`src/rtl/ex_mem_stage_if.sv`:
```
// EX->MEM boundary bus: EX-side request, MEM-side head entry and the forwarding tap.
// The slave modport is the stage's view; master is the surrounding pipeline's view.
interface ex_mem_stage_if;
  logic        in_valid;
  logic        in_ready;
  logic [31:0] in_pc;
  logic [31:0] in_alu_result;
  logic        in_overflow;
  logic        in_ov_check;
  logic        in_wen;
  logic [4:0]  in_waddr;
  logic        in_mem_re;
  logic        in_mem_we;
  logic [31:0] in_store_data;

  logic        out_valid;
  logic        out_ready;
  logic [31:0] out_pc;
  logic [31:0] out_alu_result;
  logic [31:0] out_store_data;
  logic        out_wen;
  logic        out_mem_re;
  logic        out_mem_we;
  logic [4:0]  out_waddr;
  logic        out_exc;
  logic [4:0]  out_exccode;

  logic        fwd_valid;
  logic [4:0]  fwd_waddr;
  logic [31:0] fwd_data;
  logic        fwd_is_load;

  modport slave (
    input  in_valid, in_pc, in_alu_result, in_overflow, in_ov_check, in_wen,
           in_waddr, in_mem_re, in_mem_we, in_store_data, out_ready,
    output in_ready, out_valid, out_pc, out_alu_result, out_store_data, out_wen,
           out_mem_re, out_mem_we, out_waddr, out_exc, out_exccode,
           fwd_valid, fwd_waddr, fwd_data, fwd_is_load
  );

  modport master (
    output in_valid, in_pc, in_alu_result, in_overflow, in_ov_check, in_wen,
           in_waddr, in_mem_re, in_mem_we, in_store_data, out_ready,
    input  in_ready, out_valid, out_pc, out_alu_result, out_store_data, out_wen,
           out_mem_re, out_mem_we, out_waddr, out_exc, out_exccode,
           fwd_valid, fwd_waddr, fwd_data, fwd_is_load
  );
endinterface

```
`src/rtl/ex_mem_stage.sv`:
```
// EX->MEM pipeline register as a 2-entry skid buffer with precise overflow traps
// and a forwarding tap on the youngest buffered entry.
module ex_mem_stage #(
  parameter logic [4:0] EXC_OV = 5'h0C
) (
  input logic           clk,
  input logic           reset,
  input logic           flush,
  ex_mem_stage_if.slave bus
);

  typedef struct packed {
    logic [31:0] pc;
    logic [31:0] alu_result;
    logic [31:0] store_data;
    logic        wen;
    logic        mem_re;
    logic        mem_we;
    logic [4:0]  waddr;
    logic        exc;
    logic [4:0]  exccode;
  } entry_t;

  entry_t     slot [2];
  entry_t     incoming;
  entry_t     head_entry;
  entry_t     young_entry;
  logic       head;
  logic       tail;
  logic [1:0] count;
  logic       kill;
  logic       push;
  logic       pop;
  logic       trap;

  assign trap = bus.in_ov_check & bus.in_overflow;

  // A trapping instruction keeps pc/result for the handler but loses all side effects.
  always_comb begin
    incoming            = '0;
    incoming.pc         = bus.in_pc;
    incoming.alu_result = bus.in_alu_result;
    incoming.store_data = bus.in_store_data;
    incoming.waddr      = bus.in_waddr;
    incoming.wen        = bus.in_wen & ~trap;
    incoming.mem_re     = bus.in_mem_re & ~trap;
    incoming.mem_we     = bus.in_mem_we & ~trap;
    incoming.exc        = trap;
    incoming.exccode    = trap ? EXC_OV : 5'h00;
  end

  assign bus.in_ready  = (count != 2'd2) | kill;
  assign bus.out_valid = (count != 2'd0);
  assign push = bus.in_valid & bus.in_ready & ~kill & ~flush;
  assign pop  = bus.out_valid & bus.out_ready & ~flush;

  always_ff @(posedge clk or posedge reset) begin
    if (reset) begin
      slot[0] <= '0;
      slot[1] <= '0;
      head    <= 1'b0;
      tail    <= 1'b0;
      count   <= 2'd0;
      kill    <= 1'b0;
    end else if (flush) begin
      head  <= 1'b0;
      tail  <= 1'b0;
      count <= 2'd0;
      kill  <= 1'b0;
    end else begin
      if (push) begin
        slot[tail] <= incoming;
        tail       <= ~tail;
        if (incoming.exc)
          kill <= 1'b1;
      end
      if (pop)
        head <= ~head;
      unique case ({push, pop})
        2'b10:   count <= count + 2'd1;
        2'b01:   count <= count - 2'd1;
        default: count <= count;
      endcase
    end
  end

  assign head_entry  = slot[head];
  assign young_entry = slot[~tail];

  assign bus.out_pc         = head_entry.pc;
  assign bus.out_alu_result = head_entry.alu_result;
  assign bus.out_store_data = head_entry.store_data;
  assign bus.out_wen        = head_entry.wen;
  assign bus.out_mem_re     = head_entry.mem_re;
  assign bus.out_mem_we     = head_entry.mem_we;
  assign bus.out_waddr      = head_entry.waddr;
  assign bus.out_exc        = head_entry.exc;
  assign bus.out_exccode    = head_entry.exccode;

  // The youngest entry stays visible even in the cycle it pops.
  assign bus.fwd_valid   = (count != 2'd0) & young_entry.wen;
  assign bus.fwd_waddr   = young_entry.waddr;
  assign bus.fwd_data    = young_entry.alu_result;
  assign bus.fwd_is_load = young_entry.mem_re;

endmodule

```
`src/flat_wrapper.sv`:
```
// flat-port wrapper written by rule: the top's interface ports become plain ports
module ex_mem_stage_flat 
#(
  parameter logic [4:0] EXC_OV = 5'h0C
)
  (clk, reset, flush, bus_in_valid, bus_in_pc, bus_in_alu_result, bus_in_overflow, bus_in_ov_check, bus_in_wen, bus_in_waddr, bus_in_mem_re, bus_in_mem_we, bus_in_store_data, bus_out_ready, bus_in_ready, bus_out_valid, bus_out_pc, bus_out_alu_result, bus_out_store_data, bus_out_wen, bus_out_mem_re, bus_out_mem_we, bus_out_waddr, bus_out_exc, bus_out_exccode, bus_fwd_valid, bus_fwd_waddr, bus_fwd_data, bus_fwd_is_load);
  ex_mem_stage_if bus_i ();
  input logic clk;
  input logic reset;
  input logic flush;
  input wire logic [$bits(bus_i.in_valid)-1:0] bus_in_valid;
  input wire logic [$bits(bus_i.in_pc)-1:0] bus_in_pc;
  input wire logic [$bits(bus_i.in_alu_result)-1:0] bus_in_alu_result;
  input wire logic [$bits(bus_i.in_overflow)-1:0] bus_in_overflow;
  input wire logic [$bits(bus_i.in_ov_check)-1:0] bus_in_ov_check;
  input wire logic [$bits(bus_i.in_wen)-1:0] bus_in_wen;
  input wire logic [$bits(bus_i.in_waddr)-1:0] bus_in_waddr;
  input wire logic [$bits(bus_i.in_mem_re)-1:0] bus_in_mem_re;
  input wire logic [$bits(bus_i.in_mem_we)-1:0] bus_in_mem_we;
  input wire logic [$bits(bus_i.in_store_data)-1:0] bus_in_store_data;
  input wire logic [$bits(bus_i.out_ready)-1:0] bus_out_ready;
  output wire logic [$bits(bus_i.in_ready)-1:0] bus_in_ready;
  output wire logic [$bits(bus_i.out_valid)-1:0] bus_out_valid;
  output wire logic [$bits(bus_i.out_pc)-1:0] bus_out_pc;
  output wire logic [$bits(bus_i.out_alu_result)-1:0] bus_out_alu_result;
  output wire logic [$bits(bus_i.out_store_data)-1:0] bus_out_store_data;
  output wire logic [$bits(bus_i.out_wen)-1:0] bus_out_wen;
  output wire logic [$bits(bus_i.out_mem_re)-1:0] bus_out_mem_re;
  output wire logic [$bits(bus_i.out_mem_we)-1:0] bus_out_mem_we;
  output wire logic [$bits(bus_i.out_waddr)-1:0] bus_out_waddr;
  output wire logic [$bits(bus_i.out_exc)-1:0] bus_out_exc;
  output wire logic [$bits(bus_i.out_exccode)-1:0] bus_out_exccode;
  output wire logic [$bits(bus_i.fwd_valid)-1:0] bus_fwd_valid;
  output wire logic [$bits(bus_i.fwd_waddr)-1:0] bus_fwd_waddr;
  output wire logic [$bits(bus_i.fwd_data)-1:0] bus_fwd_data;
  output wire logic [$bits(bus_i.fwd_is_load)-1:0] bus_fwd_is_load;
  assign bus_i.in_valid = bus_in_valid;
  assign bus_i.in_pc = bus_in_pc;
  assign bus_i.in_alu_result = bus_in_alu_result;
  assign bus_i.in_overflow = bus_in_overflow;
  assign bus_i.in_ov_check = bus_in_ov_check;
  assign bus_i.in_wen = bus_in_wen;
  assign bus_i.in_waddr = bus_in_waddr;
  assign bus_i.in_mem_re = bus_in_mem_re;
  assign bus_i.in_mem_we = bus_in_mem_we;
  assign bus_i.in_store_data = bus_in_store_data;
  assign bus_i.out_ready = bus_out_ready;
  assign bus_in_ready = bus_i.in_ready;
  assign bus_out_valid = bus_i.out_valid;
  assign bus_out_pc = bus_i.out_pc;
  assign bus_out_alu_result = bus_i.out_alu_result;
  assign bus_out_store_data = bus_i.out_store_data;
  assign bus_out_wen = bus_i.out_wen;
  assign bus_out_mem_re = bus_i.out_mem_re;
  assign bus_out_mem_we = bus_i.out_mem_we;
  assign bus_out_waddr = bus_i.out_waddr;
  assign bus_out_exc = bus_i.out_exc;
  assign bus_out_exccode = bus_i.out_exccode;
  assign bus_fwd_valid = bus_i.fwd_valid;
  assign bus_fwd_waddr = bus_i.fwd_waddr;
  assign bus_fwd_data = bus_i.fwd_data;
  assign bus_fwd_is_load = bus_i.fwd_is_load;
  ex_mem_stage #(.EXC_OV(EXC_OV)) u_core (.clk(clk), .reset(reset), .flush(flush), .bus(bus_i));
endmodule
```
`config.mk`:
```
export PLATFORM = sky130hd
export DESIGN_NAME = ex_mem_stage_flat
export DESIGN_NICKNAME = d
export VERILOG_FILES = /design/src/rtl/ex_mem_stage_if.sv /design/src/rtl/ex_mem_stage.sv /design/src/flat_wrapper.sv
export SDC_FILE = /design/constraint.sdc
export NUM_CORES = 1
export LEC_CHECK = 0
export CAP_MARGIN = 0
export CORE_MARGIN = 5
export CORE_UTILIZATION = 45
export CTS_CLUSTER_SIZE = 40
export DETAILED_ROUTE_END_ITERATION = 6
export GPL_ROUTABILITY_DRIVEN = 1
export HOLD_SLACK_MARGIN = 0.05
export PLACE_DENSITY_LB_ADDON = 0.12
export SYNTH_ARGS = -nofsm -noshare
export SYNTH_HDL_FRONTEND = slang
export SYNTH_SLANG_ARGS = --single-unit
```
`constraint.sdc`:
```
create_clock -name clk -period 6.7 [get_ports clk]
set_input_delay 1.34 -clock clk [delete_from_list [all_inputs] [get_ports clk]]
set_output_delay 1.34 -clock clk [all_outputs]
set_load 0.005 [all_outputs]
```
==> results.md, run 1 <==
* TritonCTS clock tree: done
* Gpl congestion at 0.7671
* Fin. Hold Viols at 0
* Global route overflow at 0
* Non-Filler Instances at 1191
* Root Driver: clkbuf_16
* Setup violations, final at 0
* Residual DRC at 0
* Reg clk slew, reported paths at 0.05 ns
* Synth area leaders: dfrtp_1, mux2_2, mux2_4
* I/O pin count at 262
* Static leakage at 5.745 nW
* FMAX at 0.2261 GHz
* Area of the core at 0.02196 mm^2
* Layout area overhead at 34.77%
* Crit end category: output pin
* Cell taking the most area after synthesis: dfrtp_1
* Setup bufs post-CTS at 0
* Fin util at 0.6193
* Pin count of the biggest net entering global routing at 111
* Dpl cells at 1147
* Top-area cell type share of the netlist area at 0.5332
* CP Launch Type: register
* Share of cells above drive strength 1 at 0.4435
* Wirelength per Cell at 20.53 um
* RSZ-0062 raised after global routing: false
* Vias per cell at 5.175
* Synth warnings at 0
* PostCTS Resize Cnt at 0
* Final setup TNS at 0 ns
* CP max FO at 71
* PwrDens at 344.8 mW/mm^2
* Rel. slew slack at 0.2356
* Crit path DAT at 3.08 ns
* Asr flop ratio synth at 1.000
* Width of the die at 159.7 um
* Hold-fix buffers, CTS at 0
* Register area share after synthesis at 0.5332
* DP HPWL at 16210 um
* HP Class: reg2reg
* Final nets at 1004
* Post-DRT Antenna Nets at 0
* Final Critical Period at 4.423 ns
* Final WL at 24450 um
* CTS sink cnt at 215
* # rows at 54
* I/O Buffers at 258
* Synth Cell Area at 0.01009 mm^2
* First-pass GRT wire length at 39010 um
* CTS Buffer Depth at 3
* Initial antenna violation count at 0
* Initial drt markers at 242
* WS Path Type: reg2out
* Chip height at 159.7 um
* Final Max Tran Viols at 0
* Total number of vias at 6163
* Number of synthesized flops with an enable pin at 0
* Outcome: completed
* Synth Instances at 647
* Library cells used by synthesis at 32
* GRT Overall Usage at 0.1857
* Fin Clk Skew at 0.007499 ns
* Final period util at 0.6601
* Syn Area/Cell at 15.59 um^2
* Initial Util at 0.4595
* Worst slew pin tran at 1.147 ns
* Drt pass-1 iters at 6
* Number of max-cap violations at 0
* Number of global-route vias before repair at 6965
* Hold slack at 0.5008 ns
* Die ar. at 0.02552 mm^2
* Peak VDD IR at 0.2311 mV
* H-tree depth at 1
* Clk Latency, worst-skew pair at 0.50 ns
* Req. time, crit path at 5.36 ns
* CTS Buf Count at 24
* Total power at 0.004689 W
* Flops & latches, synth at 215
* N_diodes at 0
* Ys flop type: dfrtp_1
==> cells by family (layout without fill, tap and decap cells) <==
family / after synthesis / in the layout / share of synthesized area
compound gates: 9 / 9 / 0.005830
xor+xnor: 1 / 1 / 0.0008682
buf+inv: 48 / 310 / 0.03361
flops: 215 / 215 / 0.5332
mux: 354 / 354 / 0.4136
other cells: 1 / 3 / 0.0003717
simple gates: 19 / 19 / 0.01252
==> Yosys cell counts (2+ instances only) <==
master	instances
nand2b_1	2
buf_12	5
mux2_2	303
inv_1	2
nor2_1	3
buf_6	2
dfrtp_1	215
mux2_4	50
clkbuf_1	14
buf_2	11
buf_4	10
buf_1	3
nand2_1	2
o21ai_0	2
nor2b_1	2
and2_1	4
a21oi_1	2
==> layout make-up <==
class / count / area, um^2
Fill cell: 1662 / 8361
Sequential cell: 215 / 5385
Clock buffer: 35 / 713.2
Inverter: 2 / 11.26
Tap cell: 280 / 350.3
Timing Repair Buffer: 264 / 2653
Multi-Input combinational cell: 386 / 4387
Clock inverter: 9 / 98.84
==> registers in the layout, summed over array words and instances (netlist names) <==
name and count:
u_core.kill 1, u_core.count 2, u_core.head 1, u_core.slot 210
u_core.tail 1
==> worst paths after layout <==
check | end | startpoint | cells after the start | slack (ns)
min | u_core.slot[85] | u_core.slot[85] | 1 | 0.50
max in group asynchronous | u_core.head | reset | 3 | 3.96
max | bus_out_exccode[3] | u_core.head | 3 | 2.28
max reg2reg | u_core.slot[57] | u_core.tail | 3 | 3.94
min in group asynchronous | u_core.slot[143] | reset | 2 | 1.22
min reg2reg | u_core.slot[85] | u_core.slot[85] | 1 | 0.50
==> report_power, final <==
group	switching, W	internal (W)	leakage (nW)
logic	0.000423	0.00103	2.77
registers	0.000255	0.00166	2.57
clock network	0.000509	0.000815	0.406
total	0.00119	0.00350	5.75
==> per-layer routing <==
metal  share of wire  global-route usage  vias up
met1            0.45              0.2537     3110
li1                -                   -     2820
met5               0                   0        -
met3           0.061             0.04871       35
met2            0.46              0.2980      198
met4           0.021             0.04536        0
==> through the flow <==
| stage | area [um^2] | setup slack [ns] |
|---|---|---|
| final | 13600 | 2.277 |
| after global routing | 13600 | 2.111 |
| after CTS | 13600 | 2.179 |
| after detailed placement | 12790 | 2.731 |
| after global placement | 12790 | 2.833 |
| after floorplan | 10100 | 2.562 |
==> worst max-delay path: stages (launching register included) <==
cell and delay (ns):
dfrtp_4 1.11, buf_4 0.55, mux2_2 0.42, clkdlybuf4s50_1 0.48
==> cell usage in the layout (no fill, tap or decap) <==
cell type / netlist / routed
clkinvlp_4: 0 / 1
or3_1: 1 / 1
buf_4: 10 / 4
a21oi_1: 2 / 2
clkdlybuf4s50_1: 0 / 258
dfrtp_1: 215 / 213
bufinv_16: 0 / 2
clkinv_2: 0 / 6
nor2b_1: 2 / 2
nand3b_1: 1 / 1
dfrtp_4: 0 / 1
nor4bb_1: 1 / 1
o21bai_1: 1 / 1
o21ai_0: 2 / 2
mux2i_1: 1 / 1
clkbuf_1: 14 / 5
buf_12: 5 / 2
clkbuf_16: 0 / 25
conb_1: 1 / 3
nor4b_4: 0 / 1
inv_1: 2 / 1
mux2_4: 50 / 50
o211ai_1: 1 / 1
clkinv_4: 0 / 1
o21ba_2: 1 / 1
clkbuf_8: 0 / 5
nand2_1: 2 / 2
a22oi_1: 1 / 1
nor3b_1: 1 / 1
or4_4: 1 / 1
nand2b_1: 2 / 2
nor2_1: 3 / 3
dfrtp_2: 0 / 1
mux2_2: 303 / 303
xor2_1: 1 / 1
and2_1: 4 / 4
a31oi_1: 1 / 1
(Power assumes the default switching activity.)
==> run 2, diff against run 1 <==
==> constraint.sdc (replaced) <==
create_clock -name clk -period 3.8 [get_ports clk]
set_input_delay 0.76 -clock clk [delete_from_list [all_inputs] [get_ports clk]]
set_output_delay 0.76 -clock clk [all_outputs]
set_load 0.005 [all_outputs]
==> results.md, run 2 (synthesis results as in run 1) <==
* Peak VDD IR at 0.2927 mV (was 0.2311 mV)
* Post-DRT Antenna Nets at 0 (unchanged)
* Static leakage at 5.742 nW (was 5.745 nW)
* CP max stage cell: dfrtp_2 (was dfrtp_4)
* Clk Latency, worst-skew pair at 0.51 ns (was 0.50 ns)
* Setup bufs post-CTS at 0 (unchanged)
* Initial antenna violation count at 1 (was 0)
* I/O pin count at 262 (unchanged)
* Initial drt markers at 185 (was 242)
* Fin. Hold Viols at 0 (unchanged)
* TritonCTS clock tree: done (unchanged)
* Critical path origin: u_core.tail (was u_core.head)
* Pin count of the biggest net entering global routing at 70 (was 111)
* Reg clk slew, reported paths at 0.05 ns (about the same)
* Layout area overhead at 34.83% (was 34.77%)
* Final nets at 1010 (was 1004)
* Worst slew pin tran at 1.118 ns (was 1.147 ns)
* # rows at 54 (unchanged)
* FMAX at 0.3025 GHz
* Reg-to-Reg Start: u_core.tail (unchanged)
* Share of cells above drive strength 1 at 0.4420 (was 0.4435)
* PwrDens at 596.8 mW/mm^2 (was 344.8 mW/mm^2)
* GRT Overall Usage at 0.1863 (was 0.1857)
* Final Critical Period at 3.305 ns
* Most frequent cells in the layout: mux2_2, clkdlybuf4s50_1, dfrtp_1 (unchanged)
* Worst reg2reg path depth at 3 (unchanged)
* Leading cell type in the layout, fill and taps excluded: mux2_2 (unchanged)
* Rel. slew slack at 0.2548 (was 0.2356)
* Number of global-route vias before repair at 7094 (was 6965)
* Outcome: completed (unchanged)
* Worst R2R End: u_core.slot[53] (was u_core.slot[57])
* H-tree depth at 1 (unchanged)
* Worst path depth at 3 (unchanged)
* Wirelength per Cell at 20.32 um (was 20.53 um)
* N_diodes at 0 (unchanged)
* Number of max-cap violations at 0 (unchanged)
* Req. time, crit path at 3.04 ns (was 5.36 ns)
* HP Class: reg2reg (unchanged)
* Count of buffer and inverter cells on the critical path at 1 (was 2)
* Final period util at 0.8698
* Largest regs: u_core.slot (210), u_core.count (2) (unchanged)
* Largest register FFs at 210 (unchanged)
* Setup violations, final at 0 (unchanged)
* Final setup TNS at 0 ns (unchanged)
* CP Launch Type: register (unchanged)
* Global route overflow at 0 (unchanged)
* Largest Register: u_core.slot (unchanged)
* Crit path DAT at 2.55 ns (was 3.08 ns)
* CP Capture Point: bus_fwd_valid (was bus_out_exccode[3])
* Die ar. at 0.02552 mm^2 (unchanged)
* CP max stage delay at 1.10 ns (was 1.11 ns)
* Root Driver: clkbuf_16 (unchanged)
* Residual DRC at 0 (unchanged)
* Area of the core at 0.02196 mm^2 (unchanged)
* RSZ-0062 raised after global routing: false (unchanged)
* Fin Clk Skew at 0.009944 ns (was 0.007499 ns)
* R2R setup slack at 1.09 ns (was 3.94 ns)
* Hold-fix buffers, CTS at 0 (unchanged)
* CP max FO at 43 (was 71)
* Chip height at 159.7 um (unchanged)
* Gpl congestion at 0.7891 (was 0.7671)
* Final Max Tran Viols at 0 (unchanged)
* Initial Util at 0.4595 (unchanged)
* Crit path cell chain: mux2i_1, nor2_1, clkdlybuf4s50_1 (was buf_4, mux2_2, clkdlybuf4s50_1)
* Vias per cell at 5.213 (was 5.175)
* Drt pass-1 iters at 4 (was 6)
* Total number of vias at 6224 (was 6163)
* PostCTS Resize Cnt at 0 (unchanged)
* Width of the die at 159.7 um (unchanged)
* CTS Buffer Depth at 3 (unchanged)
* DP HPWL at 16420 um (was 16210 um)
* WS Path Type: reg2out (unchanged)
* Hold Path Stages at 1 (unchanged)
* Crit end category: output pin (unchanged)
* CTS Buf Count at 24 (unchanged)
* Fin util at 0.6195 (was 0.6193)
* First-pass GRT wire length at 39040 um (was 39010 um)
* CTS sink cnt at 215 (unchanged)
* Final WL at 24270 um (was 24450 um)
* I/O Buffers at 258 (unchanged)
* Top delay family on crit path: flip-flops (unchanged)
[run 2: worst min-delay path by stage]
| stage | start | endpoint |
|---|---|---|
| 2_1_floorplan | u_core.slot[100] | u_core.slot[100] |
| 3_3_place_gp | u_core.slot[100] | u_core.slot[100] |
| 3_5_place_dp | u_core.slot[18] | u_core.slot[18] |
| 4_1_cts | u_core.slot[19] | u_core.slot[19] |
| 5_1_grt | u_core.slot[92] | u_core.slot[92] |
| 6_report | u_core.slot[19] | u_core.slot[19] |
[run 2: area by class of cell]
class                      instances  area (um^2)
inverter                           2        11.26
fill                            1658         8354
multi-input combinational        386         4387
clock buffer                      39        738.2
clock inverter                     2        10.01
sequential                       215         5385
timing repair buffer             270         2723
tap                              280        350.3
[run 2: through the flow]
step | worst slack [ns] | hold slack (ns) | std cells | instance area (um^2) | total power [W]
2_1_floorplan | 0.2419 | 0.4749 | 649 | 10100 | 0.004601
3_3_place_gp | 0.9116 | 0.4832 | 1153 | 12860 | 0.005865
3_5_place_dp | 0.8452 | 0.4901 | 1153 | 12860 | 0.005977
4_1_cts | 0.4205 | 0.5029 | 1194 | 13600 | 0.008232
5_1_grt | 0.3418 | 0.5169 | 1194 | 13600 | 0.008554
6_report | 0.4946 | 0.4987 | 1194 | 13600 | 0.008119
[run 2: per-layer routing]
layer,track usage,vias to the layer above,share of wire,routed length (um)
li1,-,2821,-,-
met1,0.2330,3193,0.42,10230
met2,0.3183,172,0.49,11850
met3,0.05644,36,0.070,1708
met4,0.04536,2,0.019,460
met5,0,-,0.00054,13
[run 2: where the power goes]
group / internal, W / switching [W] / leakage (nW)
clock network: 0.00131 / 0.000876 / 0.368
logic: 0.00182 / 0.000777 / 2.80
registers: 0.00293 / 0.000403 / 2.57
total: 0.00606 / 0.00206 / 5.74
[run 2: worst register-to-register path: stages, from the launching register on]
cell,delay [ns]
dfrtp_2,1.10
nor4b_4,0.47
buf_4,0.58
mux2_2,0.45
==> run 3, diff against run 2 <==
--- a/config.mk
+++ b/config.mk
@@ -6,7 +6,7 @@
 export NUM_CORES = 1
 export LEC_CHECK = 0
 export CAP_MARGIN = 0
-export CORE_MARGIN = 5
+export CORE_MARGIN = 1
 export CORE_UTILIZATION = 45
 export CTS_CLUSTER_SIZE = 40
 export DETAILED_ROUTE_END_ITERATION = 6
==> results.md, run 3 (synthesis results as in run 1) <==
* PwrDens at 619.2 mW/mm^2 (was 596.8 mW/mm^2)
* R2R setup slack at 1.22 ns (was 1.09 ns)
* Fin Clk Skew at 0.01583 ns (was 0.009944 ns)
* Global route overflow at 0 (unchanged)
* Root Driver: clkbuf_16 (unchanged)
* H-tree depth at 1 (unchanged)
* Crit path DAT at 2.55 ns (about the same)
* Fin. Hold Viols at 0 (unchanged)
* I/O pin count at 262 (unchanged)
* TritonCTS clock tree: done (unchanged)
* Reg clk slew, reported paths at 0.06 ns (was 0.05 ns)
* Met3 global-route usage at 0.05269 (was 0.05644)
* Crit end category: output pin (unchanged)
* CTS Buffer Depth at 3 (unchanged)
* Pin count of the biggest net entering global routing at 95 (was 70)
* Number of max-cap violations at 0 (unchanged)
* GR Util met1 at 0.2650 (was 0.2330)
* Setup bufs post-CTS at 0 (unchanged)
* Most frequent cells in the layout: mux2_2, clkdlybuf4s50_1, dfrtp_1 (unchanged)
* Hold-fix buffers, CTS at 0 (unchanged)
* Reg-to-Reg Start: u_core.tail (unchanged)
* # rows at 54 (unchanged)
* DP HPWL at 15450 um (was 16420 um)
* Die ar. at 0.02303 mm^2 (was 0.02552 mm^2)
* Final Critical Period at 3.308 ns (was 3.305 ns)
* Final nets at 1008 (was 1010)
* Residual DRC at 0 (unchanged)
* Met2 GRT Util at 0.3427 (was 0.3183)
* GRT Overall Usage at 0.2069 (was 0.1863)
* Largest register FFs at 210 (unchanged)
* I/O Buffers at 258 (unchanged)
* Drt pass-1 iters at 4 (unchanged)
* Gpl congestion at 0.7646 (was 0.7891)
* Initial drt markers at 143 (was 185)
* HP Class: reg2reg (unchanged)
* PostCTS Resize Cnt at 0 (unchanged)
* Initial antenna violation count at 0 (was 1)
* First-pass GRT wire length at 37270 um (was 39040 um)
* Rel. slew slack at 0.2313 (was 0.2548)
* Largest regs: u_core.slot (210), u_core.count (2) (unchanged)
* Wirelength per Cell at 19.75 um (was 20.32 um)
* Width of the die at 151.7 um (was 159.7 um)
* CTS Buf Count at 24 (unchanged)
* CP max FO at 33 (was 43)
* Min-delay src: u_core.slot[155] (was u_core.slot[19])
* Clk Latency, worst-skew pair at 0.51 ns (about the same)
* Worst slew pin tran at 1.153 ns (was 1.118 ns)
* Worst R2R End: u_core.slot[34] (was u_core.slot[53])
* CP Launch Type: register (unchanged)
* Hold Path Stages at 1 (unchanged)
* Req. time, crit path at 3.04 ns (about the same)
* Layout area overhead at 36.73% (was 34.83%)
* N_diodes at 0 (unchanged)
* Final Max Tran Viols at 0 (unchanged)
* Peak VDD IR at 0.3048 mV (was 0.2927 mV)
* Outcome: completed (unchanged)
* Final period util at 0.8705 (was 0.8698)
* Number of global-route vias before repair at 7078 (was 7094)
* Static leakage at 5.824 nW (was 5.742 nW)
* Worst reg2reg path depth at 3 (unchanged)
* WS Path Type: reg2out (unchanged)
* Share of cells above drive strength 1 at 0.4514 (was 0.4420)
* Largest Register: u_core.slot (unchanged)
* Most used routing layer: met2 (unchanged)
* Area of the core at 0.02189 mm^2 (was 0.02196 mm^2)
* Hold EP: u_core.slot[155] (was u_core.slot[19])
* Initial Util at 0.4609 (was 0.4595)
* RSZ-0062 raised after global routing: false (unchanged)
* Final setup TNS at 0 ns (unchanged)
* Vias per cell at 5.261 (was 5.213)
* Setup violations, final at 0 (unchanged)
* Leading cell type in the layout, fill and taps excluded: mux2_2 (unchanged)
* Placement Setup Slack at 0.9236 ns (was 0.8452 ns)
* Fillcell total at 1638 (was 1658)
* Chip height at 151.7 um (was 159.7 um)
* Post-DRT Antenna Nets at 0 (unchanged)
* Total power at 0.008542 W (was 0.008119 W)
* Final WL at 23600 um (was 24270 um)
* Total number of vias at 6287 (was 6224)
* CTS sink cnt at 215 (unchanged)
* FMAX at 0.3023 GHz (was 0.3025 GHz)
* PnR worst setup slack at 0.4922 ns (was 0.4946 ns)
[run 3: worst max-delay path, cell delays in order, from the launching register on]
cell and delay [ns]:
dfrtp_4 0.75, buf_4 0.42, mux2_2 0.39, clkdlybuf4s50_1 0.45
[run 3: how the worst max path moves through the flow]
stage	start	to	slack, ns	depth (start not counted)
2_1_floorplan	reset	u_core.count[0]	0.24	1
3_3_place_gp	bus_in_valid	u_core.slot[55]	1.01	5
3_5_place_dp	bus_in_valid	u_core.slot[57]	0.92	5
4_1_cts	u_core.head	bus_out_store_data[31]	0.45	3
5_1_grt	u_core.head	bus_out_store_data[2]	0.38	3
6_report	u_core.head	bus_out_store_data[31]	0.49	3
[run 3: power breakdown]
group	switching (W)	internal, W
clock network	0.000942	0.00168
registers	0.000420	0.00293
logic	0.000748	0.00182
[run 3: area by class of cell]
| class | count | area, um^2 | area share |
|---|---|---|---|
| Inverter | 2 | 11.26 | 0.0008163 |
| Timing Repair Buffer | 268 | 2745 | 0.1990 |
| Sequential cell | 215 | 5385 | 0.3904 |
| Multi-Input combinational cell | 386 | 4387 | 0.3180 |
| Clock inverter | 15 | 236.5 | 0.01714 |
| Tap cell | 280 | 350.3 | 0.02539 |
| Clock buffer | 29 | 680.7 | 0.04934 |
[run 3: stage by stage]
stage | utilization | cells | cell area (um^2) | hold WS [ns]
after floorplan | - | 649 | 10100 | 0.4749
after global placement | 0.5883 | 1151 | 12880 | 0.4832
after detailed placement | 0.5883 | 1151 | 12880 | 0.4897
after CTS | 0.6302 | 1195 | 13800 | 0.5041
after global routing | 0.6302 | 1195 | 13800 | 0.5111
final | 0.6302 | 1195 | 13800 | 0.5005
[run 3: per-layer routing]
layer,routed length [um],vias up,part of all wire
li1,-,2815,-
met1,10040,3234,0.43
met2,11260,199,0.48
met3,1726,39,0.073
met4,575,0,0.024
met5,0,-,0
